## config.mk

```make
export PLATFORM = sky130hd
export DESIGN_NAME = cdc_level_filter
export DESIGN_NICKNAME = d
export VERILOG_FILES = /design/src/rtl/cdc_level_filter.sv
export SDC_FILE = /design/constraint.sdc
export NUM_CORES = 1
export LEC_CHECK = 0
export ABC_AREA = 1
export BUFFER_PORTS_ARGS = -buffer_cell sky130_fd_sc_hd__clkbuf_2
export CORE_AREA = 3 3 58 60
export DETAILED_ROUTE_END_ITERATION = 8
export DIE_AREA = 0 0 61 63
export PLACE_DENSITY_LB_ADDON = 0.1
export SLEW_MARGIN = 30
export SYNTH_ARGS = -nofsm -noshare
export SYNTH_HDL_FRONTEND = slang
export SYNTH_SLANG_ARGS = --single-unit
```

## constraint.sdc

```tcl
create_clock -name clk_2 -period 4 [get_ports clk_2]
set_input_delay 0 -clock clk_2 [delete_from_list [all_inputs] [get_ports clk_2]]
set_output_delay 0 -clock clk_2 [all_outputs]
set_load 0.03 [all_outputs]
```

## src/rtl/cdc_level_filter.sv

```systemverilog
// Debounce filter for a level already synchronized into clk_2: accepts a level change only after
// STABLE_CYCLES consecutive differing samples, then reports filtered edges, one pending event and a saturating edge count.
module cdc_level_filter #(
    parameter int unsigned STABLE_CYCLES = 4,
    parameter int unsigned CNT_WIDTH     = 8
) (
    input  logic                 clk_2,
    input  logic                 rst_n,
    input  logic                 i_data,
    input  logic                 i_evt_ready,
    input  logic                 i_cnt_clr,
    output logic                 o_data,
    output logic                 o_rise,
    output logic                 o_fall,
    output logic                 o_evt_valid,
    output logic                 o_evt_type,
    output logic                 o_evt_ovf,
    output logic [CNT_WIDTH-1:0] o_edge_cnt
);

    localparam logic [1:0] S_LOW      = 2'd0;
    localparam logic [1:0] S_CHK_HIGH = 2'd1;
    localparam logic [1:0] S_HIGH     = 2'd2;
    localparam logic [1:0] S_CHK_LOW  = 2'd3;

    localparam logic [7:0]           STAB_LAST = 8'(STABLE_CYCLES - 1);
    localparam logic                 SINGLE    = (STABLE_CYCLES == 1);
    localparam logic [CNT_WIDTH-1:0] CNT_MAX   = {CNT_WIDTH{1'b1}};
    localparam logic [CNT_WIDTH-1:0] CNT_ZERO  = {CNT_WIDTH{1'b0}};
    localparam logic [CNT_WIDTH-1:0] CNT_ONE   = {{(CNT_WIDTH-1){1'b0}}, 1'b1};

    logic [1:0]           state_q, state_d;
    logic [7:0]           stab_cnt_q, stab_cnt_d;
    logic                 data_q, data_d;
    logic                 rise_q, rise_d;
    logic                 fall_q, fall_d;
    logic                 evt_valid_q, evt_valid_d;
    logic                 evt_type_q, evt_type_d;
    logic                 evt_ovf_q, evt_ovf_d;
    logic [CNT_WIDTH-1:0] edge_cnt_q, edge_cnt_d;

    logic                 strobe_s;
    logic                 accept_s;
    logic                 drop_s;
    logic [CNT_WIDTH-1:0] cnt_base_s;

    // Filter FSM: next state, stability counter and edge strobes.
    always_comb begin
        state_d    = state_q;
        stab_cnt_d = stab_cnt_q;
        rise_d     = 1'b0;
        fall_d     = 1'b0;
        case (state_q)
            S_LOW: begin
                if (i_data && SINGLE) begin
                    state_d    = S_HIGH;
                    stab_cnt_d = 8'd0;
                    rise_d     = 1'b1;
                end else if (i_data) begin
                    state_d    = S_CHK_HIGH;
                    stab_cnt_d = 8'd1;
                end else begin
                    state_d    = S_LOW;
                    stab_cnt_d = 8'd0;
                end
            end
            S_CHK_HIGH: begin
                if (!i_data) begin
                    state_d    = S_LOW;
                    stab_cnt_d = 8'd0;
                end else if (stab_cnt_q == STAB_LAST) begin
                    state_d    = S_HIGH;
                    stab_cnt_d = 8'd0;
                    rise_d     = 1'b1;
                end else begin
                    stab_cnt_d = stab_cnt_q + 8'd1;
                end
            end
            S_HIGH: begin
                if (!i_data && SINGLE) begin
                    state_d    = S_LOW;
                    stab_cnt_d = 8'd0;
                    fall_d     = 1'b1;
                end else if (!i_data) begin
                    state_d    = S_CHK_LOW;
                    stab_cnt_d = 8'd1;
                end else begin
                    state_d    = S_HIGH;
                    stab_cnt_d = 8'd0;
                end
            end
            S_CHK_LOW: begin
                if (i_data) begin
                    state_d    = S_HIGH;
                    stab_cnt_d = 8'd0;
                end else if (stab_cnt_q == STAB_LAST) begin
                    state_d    = S_LOW;
                    stab_cnt_d = 8'd0;
                    fall_d     = 1'b1;
                end else begin
                    stab_cnt_d = stab_cnt_q + 8'd1;
                end
            end
            default: begin
                state_d    = S_LOW;
                stab_cnt_d = 8'd0;
            end
        endcase
        data_d = (state_d == S_HIGH) || (state_d == S_CHK_LOW);
    end

    // Single-entry event slot, overflow flag and saturating edge counter.
    always_comb begin
        strobe_s = rise_d | fall_d;
        accept_s = strobe_s && (!evt_valid_q || i_evt_ready);
        drop_s   = strobe_s && !accept_s;

        if (accept_s) begin
            evt_valid_d = 1'b1;
            evt_type_d  = rise_d;
        end else if (evt_valid_q && i_evt_ready) begin
            evt_valid_d = 1'b0;
            evt_type_d  = evt_type_q;
        end else begin
            evt_valid_d = evt_valid_q;
            evt_type_d  = evt_type_q;
        end

        // A drop in the same cycle as a clear must still be visible.
        if (drop_s) begin
            evt_ovf_d = 1'b1;
        end else if (i_cnt_clr) begin
            evt_ovf_d = 1'b0;
        end else begin
            evt_ovf_d = evt_ovf_q;
        end

        cnt_base_s = i_cnt_clr ? CNT_ZERO : edge_cnt_q;
        if (strobe_s && (cnt_base_s != CNT_MAX)) begin
            edge_cnt_d = cnt_base_s + CNT_ONE;
        end else begin
            edge_cnt_d = cnt_base_s;
        end
    end

    // State and output registers.
    always_ff @(posedge clk_2 or negedge rst_n) begin
        if (!rst_n) begin
            state_q     <= S_LOW;
            stab_cnt_q  <= 8'd0;
            data_q      <= 1'b0;
            rise_q      <= 1'b0;
            fall_q      <= 1'b0;
            evt_valid_q <= 1'b0;
            evt_type_q  <= 1'b0;
            evt_ovf_q   <= 1'b0;
            edge_cnt_q  <= CNT_ZERO;
        end else begin
            state_q     <= state_d;
            stab_cnt_q  <= stab_cnt_d;
            data_q      <= data_d;
            rise_q      <= rise_d;
            fall_q      <= fall_d;
            evt_valid_q <= evt_valid_d;
            evt_type_q  <= evt_type_d;
            evt_ovf_q   <= evt_ovf_d;
            edge_cnt_q  <= edge_cnt_d;
        end
    end

    assign o_data      = data_q;
    assign o_rise      = rise_q;
    assign o_fall      = fall_q;
    assign o_evt_valid = evt_valid_q;
    assign o_evt_type  = evt_type_q;
    assign o_evt_ovf   = evt_ovf_q;
    assign o_edge_cnt  = edge_cnt_q;

endmodule

```

==> impl_results.md, run 1 <==
- Fill cells: 290
- H-tree Lvls: 1
- Logic pwr share: 0.259
- Final Setup Violations: 0
- Synth Register Bits: 23
- Yosys top cell area share: 0.452
- Fmax achieved: 660 MHz
- Synth Cell Area: 1270 sq um
- Top-level port count: 19
- Starting Density: 0.427
- CP endpoint kind: register
- Skew final: 0.00305 ns
- YS warnings: 0
- VDD IR max: 262 uV
- Worst path arrival time: approximately 1.7 ns
- Crit-path slowest cell: dfrtp_1
- Crit path max fanout: 8
- Switching Fraction: 0.355
- Unrepaired setup endpoints after global routing: no
- NumNets Final: 197
- Dominant cells by area after synthesis: dfrtp_1 45%, nand2_1 17%, inv_1 5.3%
- Core area: 2980 sq um
- Placed cell area: 1400 sq um
- Largest net degree at the start of global routing: 24
- Startpoint types: register
- Routed wire length: 2440 microns
- DRT iter0 DRCs: 51
- Final worst path period need: around 1.5 ns
- Type of the worst min-delay path: in -> reg
- Largest stage delay on the critical path: approximately 0.38 ns
- Area of the multi-input gates: about 610 sq um
- Post-CTS Setup Inserts: 0
- Avg Inst Size Synth: 7.76 sq um
- Max_slew headroom: 0.613
- Post-DR wirelength/cell: between 10 and 15 microns
- Vias in the first global route: 943
- RD Place Congestion: about 0.77
- Port-buffer cells: 18
- TritonCTS clock tree: built
- Sequential cell area: 576 sq um
- Pleak: 0.822 nW
- Count of cell types in the netlist: 21
- Root buffer cell: clkbuf_4
- Total of max-cap violations: 0
- Worst-path cell chain: inv_1, nor2_1, ha_1, nand2_1, nor2_4, nand2_1, nor2_2, nor2_4, nand2_1, nand2_1
- PwrDens: 357 nW/um^2
- Inserted Diodes: 0
- Switching power total: around 0.19 mW
- CP top delay family: simple AND/OR/NAND/NOR gates
- Most Frequent Cell on Critical Path: nand2_1
- WP buf/inv: 1
- Initial antenna violation count: 0
- Post-DP HPWL: 1770 microns
- Required @ worst endpoint: 4.22 ns
- Clock slew at reported path FFs: 0.13 ns
- HP Start: i_cnt_clr
- # clock sinks: 23
- CP Launch Point: o_edge_cnt[1]$_DFF_PN0_
- Final hold violations: 0
- Pwr Total: 0.522 mW
- Routed vias: roughly 1000
- Crit share post-route: 0.379
- Share of cells above drive strength 1: 0.228
- First-pass GRT wire length: just over 4000 microns
- Setup CP Type: reg -> reg
- Clock buffers created by TritonCTS: 3
- Fin. max-slew vios: 0
- GRT Resource Usage Total: 0.140
- Power Internal: 0.336 mW
- Die Area: 3840 sq um
- Grt ovf: 0
- TritonRoute pass-1 iters: 4
- Final ANT Viol Nets: 0
- Sequential fraction of the synthesis area: 0.452
- DRC viols: 0
- Synth Net Count: 171
- Clock power share: 0.216
- Status: finished clean
- Most frequent cells in the layout: 58 x nand2_1, 23 x dfrtp_1, 18 x inv_1, 18 x clkbuf_2, 14 x nor2_1
- Die height: 63 microns
- Sequential share of power: 0.526
- Vias per cell: 4.69
- Die width: 61 microns
- Commonest non-fill, non-tap cell in the layout: nand2_1
- Top cell type by total area after synthesis: dfrtp_1
- Layout area overhead: 14.7%
- Clk_lat worst skew: 0.31 ns
- Setup_tns: 0 ns
- Final Core Density: 0.490
- RR Startpoint: o_edge_cnt[1]$_DFF_PN0_
- Final instance area: 1460 sq um
- Maximum clock path buffer count: 2
- Rows: 20
- Mapped Cells: 164
- Worst-Margin Slew: 0.581 ns
[through the flow]
step	setup slack [ns]	std cells	hold WS, ns
after floorplan	2.40	164	-0.296
after global placement	2.56	215	0.0219
after detailed placement	2.49	215	0.0299
after CTS	2.47	222	0.00247
after global routing	2.30	222	0.0153
final	2.48	222	0.0143
[sequential cells by signal (all words and copies together), names as in the netlist]
name,cells
stab_cnt_q,8
o_evt_valid,1
o_evt_ovf,1
o_data,1
o_fall,1
o_edge_cnt,8
state_q,1
o_evt_type,1
o_rise,1
[worst min-delay path, cell delays in order]
cell and delay (ns):
clkbuf_2 0.13, nor2_1 0.07, nand2_1 0.06, nand2_1 0.05
[synthesized netlist by cell type, drive strengths merged]
| cell | number |
|---|---|
| nand2 | 64 |
| dfrtp | 23 |
| inv | 23 |
| nor2 | 23 |
| nand3 | 9 |
| nor3 | 4 |
| o21ai | 4 |
| a21oi | 3 |
| nor3b | 3 |
| xor2 | 3 |
| and3 | 2 |
| ha | 2 |
| xnor2 | 1 |
[logic make-up (layout without fill, tap and decap cells)]
family | count (synthesis) | in the layout | synth area share
simple gates | 105 | 105 | 0.403
flops | 23 | 23 | 0.452
buf+inv | 23 | 48 | 0.0698
compound gates | 7 | 7 | 0.0275
xor+xnor | 4 | 4 | 0.0275
fa+ha+maj | 2 | 2 | 0.0197
[final timing paths]
| check | cells past startpoint | end | slack [ns] |
|---|---|---|---|
| worst max-delay path | 10 | o_edge_cnt[2]$_DFF_PN0_ | 2.48 |
| worst min-delay path | 4 | o_edge_cnt[1]$_DFF_PN0_ | 0.01 |
| worst max register to register | 10 | o_edge_cnt[2]$_DFF_PN0_ | 2.48 |
| worst min register to register | 1 | stab_cnt_q[0]$_DFF_PN0_ | 0.49 |
| max in group asynchronous | 2 | o_data$_DFF_PN0_ | 3.42 |
| min in group asynchronous | 2 | stab_cnt_q[4]$_DFF_PN0_ | 0.20 |
[routing by layer]
| metal | global-route usage | routed length (microns) |
|---|---|---|
| met5 | 0 | 0 |
| met4 | 0.0569 | 23 |
| met3 | 0.0186 | 102 |
| met2 | 0.211 | 1060 |
| met1 | 0.200 | 1260 |
[what timing repair did]
action | in CTS | in global routing
hold buffers | 3 | 0
endpoints found under the hold margin | 28 | 0
gates resized for setup | 0 | 0
[layout make-up]
type	instances	area share
timing repair buffer	21	0.0823
multi-input combinational	118	0.416
sequential	23	0.394
tap	33	0.0283
inverter	23	0.0608
clock buffer	4	0.0180
[power by group through the flow]
stage / registers (mW) / clock network, mW / logic (mW)
3_3_place_gp: 0.278 / 0 / 0.134
2_1_floorplan: 0.291 / 0 / 0.0898
5_1_grt: 0.279 / 0.127 / 0.152
6_report: 0.274 / 0.113 / 0.135
3_5_place_dp: 0.278 / 0 / 0.136
4_1_cts: 0.274 / 0.118 / 0.138
Power figures use the tool's default switching activity.
==> run 2: changes to the inputs <==
clock period = 1.4 ns   (was 4 ns; I/O delays follow)
==> impl_results.md, run 2 (synthesis results as in run 1) <==
- Status: finished clean (unchanged)
- Worst-path cell chain: nand2_2, inv_2, ha_4, nand2_2, nor2_4, nand2_2, nor2_4, nor2_4, nand2_1, nand2_1 (was inv_1, nor2_1, ha_1, nand2_1, nor2_4, nand2_1, nor2_2, nor2_4, nand2_1, nand2_1)
- Pleak: 0.884 nW (was 0.822 nW)
- Crit share post-route: 0.974 (was 0.379)
- Final hold violations: 0 (unchanged)
- Initial antenna violation count: 0 (unchanged)
- Required @ worst endpoint: 1.66 ns (was 4.22 ns)
- # clock sinks: 23 (unchanged)
- Min Hold Slack: 0.0353 ns (was 0.0143 ns)
- Type of the worst min-delay path: in -> reg (unchanged)
- Final worst path period need: 1.36 ns (was 1.52 ns)
- Share of cells above drive strength 1: 0.348 (was 0.228)
- Fmax achieved: 733 MHz (was 660 MHz)
- Placed cell area: 1470 sq um (was 1400 sq um)
- NumNets Final: 209 (was 197)
- Total of max-cap violations: 0 (unchanged)
- Port-buffer cells: 18 (unchanged)
- Root buffer cell: clkbuf_4 (unchanged)
- Grt ovf: 0 (unchanged)
- Clk_lat worst skew: 0.31 ns (about the same)
- RD Place Congestion: 0.762 (was 0.771)
- Vias per cell: 4.74 (was 4.69)
- Fill cells: 292 (was 290)
- Unrepaired setup endpoints after global routing: yes (was no)
- Largest stage delay on the critical path: 0.44 ns (was 0.38 ns)
- Final instance area: 1620 sq um (was 1460 sq um)
- Skew final: 0.000779 ns (was 0.00305 ns)
- Die height: 63 microns (unchanged)
- Inserted Diodes: 0 (unchanged)
- PwrDens: 967 nW/um^2 (was 357 nW/um^2)
- Clock buffers created by TritonCTS: 3 (unchanged)
- Routed wire length: 2670 microns (was 2440 microns)
- Largest net degree at the start of global routing: 24 (unchanged)
- Most frequent cells in the layout: 55 x nand2_1, 20 x dfrtp_1, 18 x clkbuf_2, 16 x inv_1 (was 58 x nand2_1, 23 x dfrtp_1, 18 x inv_1, 18 x clkbuf_2, 14 x nor2_1)
- Routed vias: 1109 (was 1041)
- Startpoint types: register (unchanged)
- Rows: 20 (unchanged)
- Pwr Total: 1.57 mW (was 0.522 mW)
- DRC viols: 0 (unchanged)
- Die Area: 3840 sq um (unchanged)
- Final Setup Violations: 0 (unchanged)
- GRT Resource Usage Total: 0.160 (was 0.140)
- Post-DR wirelength/cell: 11.4 microns (was 11.0 microns)
- First-pass GRT wire length: 4830 microns (was 4150 microns)
- Fin. max-slew vios: 0 (unchanged)
- Commonest non-fill, non-tap cell in the layout: nand2_1 (unchanged)
- Max_slew headroom: 0.608 (was 0.613)
- Core area: 2980 sq um (unchanged)
- Post-DP HPWL: 1930 microns (was 1770 microns)
- Clock slew at reported path FFs: 0.13 ns (about the same)
- CP endpoint kind: register (unchanged)
- TritonRoute pass-1 iters: 4 (unchanged)
- Die width: 61 microns (unchanged)
- Worst path arrival time: 1.62 ns (was 1.74 ns)
- Vias in the first global route: 1111 (was 943)
- WP buf/inv: 1 (unchanged)
- Layout area overhead: 27.4% (was 14.7%)
- CP top delay family: simple AND/OR/NAND/NOR gates (unchanged)
- VDD IR max: 647 uV (was 262 uV)
- DRT iter0 DRCs: 38 (was 51)
- Crit path max fanout: 8 (unchanged)
- H-tree Lvls: 1 (unchanged)
- TritonCTS clock tree: built (unchanged)
- Final ANT Viol Nets: 0 (unchanged)
- Top-level port count: 19 (unchanged)
- Maximum clock path buffer count: 2 (unchanged)
- Crit-path slowest cell: dfrtp_2 (was dfrtp_1)
- Setup CP Type: reg -> reg (unchanged)
- Worst-Margin Slew: 0.588 ns (was 0.581 ns)
- Starting Density: 0.427 (unchanged)
==> run 2: changes by cell type in the layout (fill, tap and decap cells not counted), moves of 3 or more <==
cell / previous run / this run
dfrtp_2: 0 / 3
nor2_4: 3 / 6
buf_4: 0 / 12
dfrtp_1: 23 / 20
nand2_1: 58 / 55
nand2_2: 4 / 7
==> run 2: cell type report <==
cell class,instances,area (sq um),area share
repair buffers,33,210,0.130
clock buffers,4,26.3,0.0162
multi-input cells,118,676,0.417
inverters,23,88.8,0.0548
flip-flops and latches,23,579,0.357
well taps,33,41.3,0.0255
==> run 2: worst register-to-register path, stage by stage, from the launching register on <==
cell	delay [ns]
dfrtp_2	0.44
nand2_2	0.09
inv_2	0.05
ha_4	0.15
nand2_2	0.08
nor2_4	0.05
nand2_2	0.08
nor2_4	0.04
nor2_4	0.17
nand2_1	0.09
nand2_1	0.06
==> run 2: through the flow <==
stage / std cells / TNS [ns] / util / worst slack, ns
3_5_place_dp: 222 / -0.144 / 0.495 / -0.0207
3_3_place_gp: 222 / 0 / 0.495 / 0.00938
5_1_grt: 234 / -0.659 / 0.545 / -0.0921
6_report: 234 / 0 / 0.545 / 0.0365
4_1_cts: 231 / -0.00943 / 0.525 / -0.00410
2_1_floorplan: 164 / -0.480 / - / -0.0614
==> run 2: per-layer routing <==
layer,track usage,vias to the layer above,wire (microns)
met5,0,-,0
met4,0.0488,0,18
met3,0.0227,2,77
met2,0.265,16,1310
met1,0.212,518,1260
li1,-,573,-
==> run 2: path summary, 6_finish.rpt <==
| check | slack (ns) | endpoint | cells past startpoint | startpoint |
|---|---|---|---|---|
| worst max-delay path | 0.04 | o_edge_cnt[1]$_DFF_PN0_ | 10 | o_edge_cnt[0]$_DFF_PN0_ |
| worst min-delay path | 0.04 | o_edge_cnt[1]$_DFF_PN0_ | 4 | i_cnt_clr |
| worst max register to register | 0.04 | o_edge_cnt[1]$_DFF_PN0_ | 10 | o_edge_cnt[0]$_DFF_PN0_ |
| worst min register to register | 0.51 | o_evt_ovf$_DFFE_PN0P_ | 2 | o_evt_ovf$_DFFE_PN0P_ |
| max in group asynchronous | 0.78 | o_edge_cnt[1]$_DFF_PN0_ | 2 | rst_n |
| min in group asynchronous | 0.20 | stab_cnt_q[4]$_DFF_PN0_ | 2 | rst_n |
==> run 2: what timing repair did <==
item / CTS / global route
setup endpoints to repair: 8 / 12
resized for setup: 4 / 8
pin swaps: 8 / 6
buffers inserted: 2 / 3
endpoints found under the hold margin: 28 / 0
hold buffers: 3 / 0
==> run 2: report_power, final <==
part / total, mW / switching [mW] / internal, mW
combinational: 0.473 / 0.303 / 0.170
sequential: 0.780 / 0.0536 / 0.727
clock: 0.316 / 0.205 / 0.111
==> run 3: changes to the inputs <==
ABC_AREA = unset   (was 1)
CORE_AREA = 3 3 55 57   (was 3 3 58 60)
CTS_CLUSTER_DIAMETER = 120   (was unset)
DIE_AREA = 0 0 58 60   (was 0 0 61 63)
==> impl_results.md, run 3 <==
- Post-DP HPWL: 1990 microns (was 1930 microns)
- Clk_lat worst skew: 0.31 ns (about the same)
- Clock slew at reported path FFs: 0.13 ns (about the same)
- PwrDens: 1030 nW/um^2 (was 967 nW/um^2)
- Routed wire length: 2610 microns (was 2670 microns)
- Violated checks: negative setup slack
- Root buffer cell: clkbuf_4 (unchanged)
- Skew final: 0.00408 ns (was 0.000779 ns)
- Die Area: 3480 sq um (was 3840 sq um)
- Post-synth EDFFs: 0 (unchanged)
- Clock power share: 0.180 (was 0.201)
- Commonest non-fill, non-tap cell in the layout: buf_4 (was nand2_1)
- Fin. max-slew vios: 0 (unchanged)
- GRT Resource Usage Total: 0.172 (was 0.160)
- Final Core Density: 0.667 (was 0.545)
- Yosys top cell area share: 0.512 (was 0.452)
- Crit path max fanout: 6 (was 8)
- Routed vias: 987 (was 1109)
- Synth Net Count: 116 (was 171)
- Switching Fraction: 0.339 (was 0.358)
- Area share of fa/ha/maj cells after synthesis: 0.0222 (was 0.0197)
- Count of cell types in the netlist: 31 (was 21)
- Setup CP Type: reg -> reg (unchanged)
- Final ANT Viol Nets: 0 (unchanged)
- Main combinational cell family by area after synthesis: simple AND/OR/NAND/NOR gates (unchanged)
- Dominant cells by area after synthesis: dfrtp_1 51%, xnor2_1 5.5%, nor2_1 4.0% (was dfrtp_1 45%, nand2_1 17%, inv_1 5.3%)
- Rows: 18 (was 20)
- Synth Cell Area: 1120 sq um (was 1270 sq um)
- Fmax achieved: 572 MHz (was 733 MHz)
- TritonCTS clock tree: built (unchanged)
- Type of the worst min-delay path: in -> reg (unchanged)
- Port-buffer cells: 18 (unchanged)
- Top-level port count: 19 (unchanged)
- Post-DR wirelength/cell: 13.2 microns (was 11.4 microns)
- Clock buffers created by TritonCTS: 3 (unchanged)
- Avg Inst Size Synth: 10.3 sq um (was 7.76 sq um)
- Ys async rst share: 1.00 (unchanged)
- NumNets Final: 175 (was 209)
- Final hold violations: 0 (unchanged)
- Switching power total: 0.587 mW (was 0.561 mW)
- Ys flop type: dfrtp_1 (unchanged)
- YS warnings: 0 (unchanged)
- Mapped Cells: 109 (was 164)
- Share of cells above drive strength 1: 0.515 (was 0.348)
- Max_slew headroom: 0.623 (was 0.608)
- DRT iter0 DRCs: 25 (was 38)
- Total of max-cap violations: 0 (unchanged)
- Layout area overhead: 49.6% (was 27.4%)
- Power Internal: 1.15 mW (was 1.01 mW)
- Starting Density: 0.446 (was 0.427)
- First-pass GRT wire length: 4600 microns (was 4830 microns)
- Final Setup Violations: 12 (was 0)
- Unrepaired setup endpoints after global routing: yes (unchanged)
- Required @ worst endpoint: 1.65 ns (was 1.66 ns)
- Worst path arrival time: 2.00 ns (was 1.62 ns)
- Core area: 2520 sq um (was 2980 sq um)
- Mux contribution to synthesized area: 0.0200 (was 0)
- Setup_tns: -2.31 ns (was 0 ns)
- Synth Register Bits: 23 (unchanged)
- Logic pwr share: 0.363 (was 0.301)
- DRC viols: 0 (unchanged)
- Top cell type by total area after synthesis: dfrtp_1 (unchanged)
- Pleak: 0.782 nW (was 0.884 nW)
- Status: finished with violations (was finished clean)
- Startpoint types: register (unchanged)
- Post-Synth Simple-Gate Area: 0.270 (was 0.403)
- Vias in the first global route: 1047 (was 1111)
- Synth Area in Compound Gates: 0.0667 (was 0.0275)
- TritonRoute pass-1 iters: 6 (was 4)
- Most frequent cells after synthesis: 23 x dfrtp_1, 12 x nor2_1, 10 x nand2_1, 8 x nand3_1, 7 x xnor2_1 (was 58 x nand2_1, 23 x dfrtp_1, 18 x inv_1, 14 x nor2_1, 7 x nand3_1)
- Setup WS post-layout: -0.348 ns (was 0.0365 ns)
- Sequential share of power: 0.458 (was 0.497)
- XOR/XNOR share of the synthesized area: 0.0779 (was 0.0275)
- Sequential fraction of the synthesis area: 0.512 (was 0.452)
- CP endpoint kind: register (unchanged)
- Die height: 60 microns (was 63 microns)
- H-tree Lvls: 1 (unchanged)
- # clock sinks: 23 (unchanged)
- Most common cell in the netlist: dfrtp_1 (was nand2_1)
- Vias per cell: 5.01 (was 4.74)
- RD Place Congestion: 0.746 (was 0.762)
- Worst-Margin Slew: 0.565 ns (was 0.588 ns)
- VDD IR max: 898 uV (was 647 uV)
- Initial antenna violation count: 0 (unchanged)
- Crit share post-route: 1.25 (was 0.974)
- Grt ovf: 0 (unchanged)
- Inserted Diodes: 0 (unchanged)
- Most frequent cells in the layout: 35 x buf_4, 18 x clkbuf_2, 18 x dfrtp_1, 11 x nor2_1, 10 x nand2_1 (was 55 x nand2_1, 20 x dfrtp_1, 18 x clkbuf_2, 16 x inv_1)
- Final worst path period need: 1.75 ns (was 1.36 ns)
- Largest net degree at the start of global routing: 24 (unchanged)
- Maximum clock path buffer count: 2 (unchanged)
- Die width: 58 microns (was 61 microns)
[run 3: layout make-up]
type | instances | area, sq um
fillers | 207 | 840
flip-flops and latches | 23 | 582
repair buffers | 57 | 395
well taps | 30 | 37.5
clock buffers | 3 | 22.5
inverters | 3 | 11.3
multi-input cells | 80 | 629
clock inverters | 1 | 5.00
[run 3: path summary, 6_finish.rpt]
path                                               from                       to  slack (ns)  depth (start not counted)
worst max-delay path            stab_cnt_q[0]$_DFF_PN0_  o_edge_cnt[5]$_DFF_PN0_       -0.35                          6
worst min-delay path                        i_evt_ready  o_evt_valid$_DFFE_PN0P_        0.02                          3
worst max register to register  stab_cnt_q[0]$_DFF_PN0_  o_edge_cnt[5]$_DFF_PN0_       -0.35                          6
min in group asynchronous                         rst_n   o_evt_type$_DFFE_PN0P_        0.19                          2
max in group asynchronous                         rst_n  o_edge_cnt[1]$_DFF_PN0_        0.81                          2
worst min register to register    o_evt_ovf$_DFFE_PN0P_    o_evt_ovf$_DFFE_PN0P_        0.52                          1
[run 3: power groups by stage]
stage	Sequential (mW)	Combinational, mW	Clock (mW)
3_3_place_gp	0.796	0.545	0
5_1_grt	0.800	0.697	0.358
6_report	0.792	0.628	0.312
4_1_cts	0.784	0.615	0.321
2_1_floorplan	0.884	0.221	0
3_5_place_dp	0.800	0.553	0
[run 3: logic make-up (layout without fill, tap and decap cells)]
logic type | count (synthesis) | in the layout
simple gates | 54 | 54
compound gates | 12 | 12
flops | 23 | 23
buf+inv | 6 | 64
fa+ha+maj | 2 | 2
xor+xnor | 10 | 10
mux | 2 | 2
[run 3: layer usage]
| metal | global-route usage | wire length, microns | vias to the layer above |
|---|---|---|---|
| li1 | - | - | 494 |
| met1 | 0.200 | 1100 | 471 |
| met2 | 0.326 | 1420 | 18 |
| met3 | 0.0259 | 69 | 4 |
| met4 | 0.0497 | 26 | 0 |
| met5 | 0 | 0 | - |
[run 3: worst max-delay path, cell delays in order (launching register included)]
cell and delay, ns:
dfrtp_1 0.38, ha_2 0.18, nor3b_4 0.19, nand4_1 0.12, buf_6 0.15, or4_1 0.52
a21oi_2 0.14
[run 3: repair_timing]
| action | 4_1_cts | 5_1_grt |
|---|---|---|
| setup endpoints to repair | 14 | 18 |
| gates resized for setup | 9 | 6 |
| hold buffers | 2 | 0 |
| setup buffers | 3 | 0 |
| hold endpoints to repair | 24 | 0 |
| pin swaps | 4 | 6 |
[run 3: stage by stage]
| step | power, mW | worst slack [ns] | hold WS [ns] | cells | area (sq um) |
|---|---|---|---|---|---|
| 6_report | 1.73 | -0.348 | 0.0235 | 197 | 1680 |
| 5_1_grt | 1.85 | -0.451 | 0.0208 | 197 | 1680 |
| 4_1_cts | 1.72 | -0.353 | 0.0198 | 197 | 1660 |
| 3_5_place_dp | 1.35 | -0.351 | 0.0240 | 188 | 1550 |
| 3_3_place_gp | 1.34 | -0.289 | 0.0209 | 188 | 1550 |
| 2_1_floorplan | 1.11 | -0.257 | -0.296 | 109 | 1200 |
